===== src/rtl/alu_flag_stage.sv =====
// alu_flag_stage: result/flag stage behind the ALU adder/subtractor.
// Derives N/Z/C/V at push time, holds up to two results in a registered
// skid buffer, and keeps a sticky status register updated on delivery.
module alu_flag_stage #(
    parameter int WIDTH = 32
) (
    input  logic             clk,
    input  logic             rst,
    input  logic             in_valid,
    output logic             in_ready,
    input  logic [WIDTH-1:0] in_a,
    input  logic [WIDTH-1:0] in_b,
    input  logic [WIDTH-1:0] in_res,
    input  logic             in_cout,
    input  logic             in_op,
    input  logic             in_flags_en,
    output logic             out_valid,
    input  logic             out_ready,
    output logic [WIDTH-1:0] out_res,
    output logic [3:0]       out_flags,
    output logic [3:0]       status
);

    localparam int MSB = WIDTH - 1;

    logic [WIDTH-1:0] res_q   [2];
    logic [WIDTH-1:0] res_d   [2];
    logic [3:0]       flags_q [2];
    logic [3:0]       flags_d [2];
    logic [1:0]       fen_q;
    logic [1:0]       fen_d;
    logic             head_q;
    logic             head_d;
    logic [1:0]       count_q;
    logic [1:0]       count_d;
    logic [3:0]       status_q;
    logic [3:0]       status_d;

    logic             push;
    logic             pop;
    logic             tail;
    logic [3:0]       new_flags;
    logic             flag_v;

    // Flag derivation from the incoming operands and result.
    always_comb begin
        flag_v = 1'b0;
        if (in_op) begin
            flag_v = (in_a[MSB] != in_b[MSB]) && (in_res[MSB] != in_a[MSB]);
        end else begin
            flag_v = (in_a[MSB] == in_b[MSB]) && (in_res[MSB] != in_a[MSB]);
        end
        new_flags = {in_res[MSB], (in_res == '0), in_cout, flag_v};
    end

    // Handshake: ready depends only on registered occupancy, never on out_ready.
    always_comb begin
        in_ready  = (count_q < 2'd2) && !rst;
        out_valid = (count_q != 2'd0);
        push      = in_valid && in_ready;
        pop       = out_valid && out_ready;
        tail      = head_q ^ count_q[0];
        out_res   = out_valid ? res_q[head_q]   : '0;
        out_flags = out_valid ? flags_q[head_q] : 4'd0;
        status    = status_q;
    end

    // Next-state for storage, pointers, occupancy and sticky status.
    always_comb begin
        res_d    = res_q;
        flags_d  = flags_q;
        fen_d    = fen_q;
        head_d   = head_q;
        count_d  = count_q;
        status_d = status_q;

        if (push) begin
            res_d[tail]   = in_res;
            flags_d[tail] = new_flags;
            fen_d[tail]   = in_flags_en;
        end

        if (pop) begin
            head_d = ~head_q;
            if (fen_q[head_q]) begin
                status_d = flags_q[head_q];
            end
        end

        if (push && !pop) begin
            count_d = count_q + 2'd1;
        end else if (pop && !push) begin
            count_d = count_q - 2'd1;
        end
    end

    // State registers; reset discards buffered entries and clears status at once.
    always_ff @(posedge clk or posedge rst) begin
        if (rst) begin
            for (int i = 0; i < 2; i++) begin
                res_q[i]   <= '0;
                flags_q[i] <= 4'd0;
            end
            fen_q    <= 2'd0;
            head_q   <= 1'b0;
            count_q  <= 2'd0;
            status_q <= 4'd0;
        end else begin
            for (int i = 0; i < 2; i++) begin
                res_q[i]   <= res_d[i];
                flags_q[i] <= flags_d[i];
            end
            fen_q    <= fen_d;
            head_q   <= head_d;
            count_q  <= count_d;
            status_q <= status_d;
        end
    end

endmodule


===== config.mk =====
export PLATFORM = sky130hd
export DESIGN_NAME = alu_flag_stage
export DESIGN_NICKNAME = d
export VERILOG_FILES = /design/src/rtl/alu_flag_stage.sv
export SDC_FILE = /design/constraint.sdc
export NUM_CORES = 1
export LEC_CHECK = 0
export BUFFER_PORTS_ARGS = -buffer_cell sky130_fd_sc_hd__buf_2
export CAP_MARGIN = 0
export CORE_MARGIN = 2
export CORE_UTILIZATION = 40
export DETAILED_ROUTE_END_ITERATION = 7
export PLACE_DENSITY = 0.69
export SYNTH_ARGS = -nofsm -noshare
export SYNTH_HDL_FRONTEND = slang
export SYNTH_SLANG_ARGS = --single-unit

===== constraint.sdc =====
create_clock -name clk -period 2.51 [get_ports clk]
set_input_delay 0.251 -clock clk [delete_from_list [all_inputs] [get_ports clk]]
set_output_delay 0.251 -clock clk [all_outputs]
set_load 0.05 [all_outputs]

==> results of run 1 <==
==> through the flow <==
step / instance area [sq um] / utilization / hold WS (ps)
2_1_floorplan: 3880 / - / 400
3_5_place_dp: 4410 / 0.473 / 392
3_3_place_gp: 4410 / 0.473 / 378
5_1_grt: 4580 / 0.491 / 48.4
4_1_cts: 4580 / 0.491 / 12.3
6_report: 4580 / 0.491 / 4.34
==> how the worst max path moves through the flow <==
stage,start,endpoint,slack [ps],depth (start not counted)
2_1_floorplan,rst,count_q[0],240,1
3_3_place_gp,head_q,res_q[22],540,3
3_5_place_dp,count_q[1],res_q[37],510,4
4_1_cts,head_q,out_flags[2],300,4
5_1_grt,head_q,out_flags[2],240,4
6_report,head_q,out_flags[2],370,4
==> report_power, final <==
group / leakage, uW / total (uW) / switching [uW] / internal (uW)
clock: 0.0000850 / 821 / 445 / 376
sequential: 0.000954 / 2320 / 423 / 1900
combinational: 0.00138 / 4440 / 2770 / 1680
==> placed cells by master (no fill, tap or decap), types with 5 or more instances in the layout <==
master    netlist  final
buf_2           5     82
nor2_1         38     37
clkbuf_8        0     10
mux2_4         58     58
o31ai_1         6      6
dfrtp_1        79     78
o21ai_0         6      6
mux2_2         12     12
mux2i_1        37     37
clkinv_2        1      5
nor4_1          8      8
==> sequential cells by signal (all words and copies together) (netlist names) <==
name     count
count_q      2
status       4
res_q       64
fen_q        2
head_q       1
flags_q      6
==> critical path, stage by stage, from the launching register on <==
cell,delay (ps)
dfrtp_2,660
buf_12,280
mux2i_1,310
nor2_1,60
buf_2,220
==> kinds of logic (layout without fill, tap and decap cells) <==
logic type	after synthesis	after routing	synth area share
AND/OR/NAND/NOR	53	53	0.0648
AO/OA/AOI/OAI	13	13	0.0206
multiplexers	107	107	0.354
buffers and inverters	18	103	0.0319
flip-flops	79	79	0.509
adder cells (fa/ha/maj)	1	1	0.00322
XOR/XNOR	7	7	0.0158
==> cell type report <==
cell class,instances,area (sq um),share of cell area
Sequential cell,79,1980,0.432
Multi-Input combinational cell,181,1790,0.391
Timing Repair Buffer,85,470,0.103
Tap cell,129,161,0.0353
Clock buffer,11,141,0.0309
Clock inverter,4,22.5,0.00492
Inverter,3,13.8,0.00301
==> metal layers <==
layer / GRT usage / vias up / routed length, microns
li1: - / 1136 / -
met1: 0.229 / 1195 / 3840
met2: 0.255 / 57 / 3710
met3: 0.0515 / 7 / 374
met4: 0.0369 / 0 / 52
met5: 0 / - / 0
==> synth_stat cells (all sizes together) <==
master and n:
nand4 2, buf 12, nor4 8, mux2i 37, nand2b 2, inv 2, mux2 70, clkbuf 3
o31ai 6, dfrtp 79, nor2 38, or3b 1, ha 1, o21ai 7, xor2 4, xnor2 3
nand2 2, clkinv 1
==> run summary, run 1 <==
Num CTS Buffers: 9
Final ANT Viol Nets: 0
clk buf depth: 2
final worst slack: 366 ps
Core ar.: 9330 sq um
Final min period: 2140 ps
fin. max-slew vios: 0
Worst VDD drop: 1.12 mV
pre-CTS setup slack: 507 ps
Vias: 2,395
cts-stage hold buffer count: 0
Tightest Pin Transition: 711 ps
Area growth syn-to-layout: 17.9%
overall power: 7590 uW
Synthesis Warnings: 0
die area: 10,500 sq um
post-synth top area cell: dfrtp_1
Final Skew: 5.30 ps
Yosys cell types: 22
Yosys top cell area share: 0.509
CTS resizes: 0
final non-filler cell total: 492
DIE HEIGHT: 103 microns
DRC viols: 0
WL final: 7.98 mm
r2r startpoint: count_q[1]
setup violators final: 0
Layout fillers: 844
DRT Pass-1 Iters: 4
slew margin rel.: 0.526
#FFs+latches synth: 79
Max Freq: 466 MHz
Die X: 103 microns
Clock Sinks: 79
H-tree levels: 3
vias in the first global route: 2,589
Worst Setup Start Kind: flop
first-pass GRT wire length: 13.2 mm
nets@finish: 463
post-synth design cell area: 3880 sq um
Setup CP Type: flop to output port
Reg clk slew, reported paths: 80 ps
Mapped Nets: 382
placed cell count: 477
critical path arrival: 1890 ps
Setup Fix Bufs, Post-CTS: 0
CP required: 2260 ps
status: finished clean
worst-path fanout max: 26
reg2reg setup slack: 490 ps
DP HPWL: 5.37 mm
dominant cells by area after synthesis: dfrtp_1 (51%), mux2_4 (22%), mux2i_1 (9.5%)
fraction of layout cells with a size suffix above 1: 0.485
Overflow after GRT: 0
final hold violation count: 0
mean post-synth cell area: 14.0 sq um
total negative slack: 0 ps
CP Capture Type: output port
post-synthesis sequential area ratio: 0.509
Cells after Synth: 278
worst r2r path cells: 4
hold crit path type: input port to asynchronous set/reset pin
CTS tree: done
largest net degree at the start of global routing: 43
Power Dens Cells: 1660 nW/um^2
max-cap viol count: 0
Clock Latency Late Sink: 340 ps
Rows: 35
RSZ-0062 raised after global routing: false
drt wl/cell: 16.2 microns
reg2reg end: res_q[37]
gpl congestion: 0.700
antenna cells: 0
P_leak: 0.00242 uW
boundary pin count: 145
violation count after the first detailed-route iteration: 85
period utilisation layout: 0.854
initial antenna violation count: 0
DR vias/cell: 4.87
Initial Util: 0.416
Root Driver: clkbuf_8
Global Route Usage Sum: 0.165
IO buf count: 82
Note: power is estimated with default switching activity, not from simulation.
==> inputs of run 2 (changes only) <==
CORE_UTILIZATION = 49   (was 40)
PLACE_DENSITY = 0.82   (was 0.69)
REMOVE_ABC_BUFFERS = 1   (was not set)
==> run summary, run 2 (synthesis gave the netlist of run 1 again) <==
status: finished clean (unchanged)
Initial Util: 0.505 (was 0.416)
clk buf depth: 2 (unchanged)
Reg clk slew, reported paths: 90 ps (was 80 ps)
period utilisation layout: 0.882 (was 0.854)
vias in the first global route: 2,454 (was 2,589)
Worst VDD drop: 0.895 mV (was 1.12 mV)
die area: 8650 sq um (was 10,500 sq um)
slew margin rel.: 0.536 (was 0.526)
IO buf count: 82 (unchanged)
CTS tree: done (unchanged)
boundary pin count: 145 (unchanged)
DP HPWL: 5.07 mm (was 5.37 mm)
fin. max-slew vios: 0 (unchanged)
drt wl/cell: 16.2 microns (about the same)
antenna cells: 0 (unchanged)
DIE HEIGHT: 93.0 microns (was 103 microns)
Rows: 32 (was 35)
final hold violation count: 0 (unchanged)
first-pass GRT wire length: 12.5 mm (was 13.2 mm)
CP Capture Type: output port (unchanged)
Final Skew: 7.64 ps (was 5.30 ps)
Power Dens Cells: 1680 nW/um^2 (was 1660 nW/um^2)
RSZ-0062 raised after global routing: false (unchanged)
Final ANT Viol Nets: 0 (unchanged)
worst-path fanout max: 35 (was 26)
DRC viols: 0 (unchanged)
CP required: 2260 ps (about the same)
Area growth syn-to-layout: 17.9% (unchanged)
Global Route Usage Sum: 0.185 (was 0.165)
max reg flops: 64 (unchanged)
max-cap viol count: 0 (unchanged)
Overflow after GRT: 0 (unchanged)
Post-DP Area: 4360 sq um (was 4410 sq um)
setup violators final: 0 (unchanged)
nets@finish: 465 (was 463)
commonest non-fill, non-tap cell in the layout: buf_2 (unchanged)
Vias: 2,408 (was 2,395)
post-route cell area: 4580 sq um (unchanged)
Clock Sinks: 79 (unchanged)
Setup Fix Bufs, Post-CTS: 0 (unchanged)
Die X: 93.0 microns (was 103 microns)
Top reg by flops: res_q (unchanged)
Num CTS Buffers: 9 (unchanged)
gpl congestion: 0.720 (was 0.700)
Core ar.: 7690 sq um (was 9330 sq um)
fraction of layout cells with a size suffix above 1: 0.489 (was 0.485)
Root Driver: clkbuf_8 (unchanged)
P_leak: 0.00243 uW (was 0.00242 uW)
Clock Latency Late Sink: 340 ps (about the same)
critical path arrival: 1960 ps (was 1890 ps)
pre-CTS setup slack: 548 ps (was 507 ps)
DRT Pass-1 Iters: 4 (unchanged)
largest net degree at the start of global routing: 46 (was 43)
Tightest Pin Transition: 695 ps (was 711 ps)
Worst Setup Start Kind: flop (unchanged)
Setup CP Type: flop to output port (unchanged)
initial antenna violation count: 0 (unchanged)
violation count after the first detailed-route iteration: 93 (was 85)
overall power: 7700 uW (was 7590 uW)
DR vias/cell: 5.15 (was 4.87)
Layout fillers: 650 (was 844)
hold crit path type: input port to flop (was input port to asynchronous set/reset pin)
WL final: 7.60 mm (was 7.98 mm)
most frequent cells in the layout: buf_2 (82), dfrtp_1 (78), mux2_4 (58) (unchanged)
Max Freq: 451 MHz (was 466 MHz)
Final min period: 2210 ps (was 2140 ps)
final core occ: 0.595 (was 0.491)
final worst slack: 295 ps (was 366 ps)
H-tree levels: 3 (unchanged)
==> run 2: cell types whose count changed in the layout (fill, tap and decap cells not counted) <==
cell | before | now
buf_12 | 3 | 1
buf_4 | 0 | 3
bufinv_16 | 0 | 1
clkbuf_1 | 1 | 0
clkinv_2 | 5 | 3
clkinv_4 | 0 | 1
clkinvlp_4 | 1 | 2
dlygate4sd3_1 | 0 | 1
inv_6 | 0 | 1
==> run 2: final timing paths <==
path / from / end / slack [ps] / cells after the start
setup / recovery: head_q / out_flags[3] / 300 / 4
hold / removal: in_flags_en / fen_q[1] / 150 / 2
setup reg to reg: count_q[1] / res_q[46] / 550 / 4
hold reg to reg: fen_q[0] / fen_q[0] / 510 / 1
max in group asynchronous: rst / res_q[56] / 1320 / 4
min in group asynchronous: rst / res_q[15] / 540 / 3
==> run 2: final cells by class <==
class	instances	area, sq um	share of cell area
sequential	79	1980	0.432
multi-input combinational	181	1790	0.391
clock buffer	10	138	0.0301
clock inverter	6	67.6	0.0148
inverter	3	13.8	0.00301
tap	102	128	0.0279
timing repair buffer	87	463	0.101
==> run 2: per-layer routing <==
| metal | GRT usage | routed length, microns |
|---|---|---|
| met1 | 0.262 | 3670 |
| met2 | 0.292 | 3590 |
| met3 | 0.0298 | 244 |
| met4 | 0.0588 | 88 |
| met5 | 0 | 0 |
==> run 2: metrics by stage <==
step                std cells  hold slack (ps)  TNS, ps
floorplan                 263              400   -13290
global placement          451              358        0
detailed placement        451              367        0
CTS                       468              133        0
global route              468              133        0
finish                    468              150        0
==> run 2: critical path, cell delays in order (launching register included) <==
cell and delay [ps]:
dfrtp_2 430, buf_4 550, mux2i_1 210, nor2_1 140, buf_2 270
==> run 2: power breakdown <==
part / internal (uW) / switching (uW)
logic: 1650 / 2800
registers: 1900 / 383
clock network: 490 / 479
total: 4040 / 3660
==> run 2: what timing repair did <==
| action | CTS | global route |
|---|---|---|
| hold endpoints to repair | 30 | 0 |
| gates resized for setup | 0 | 0 |
| hold buffers | 1 | 0 |
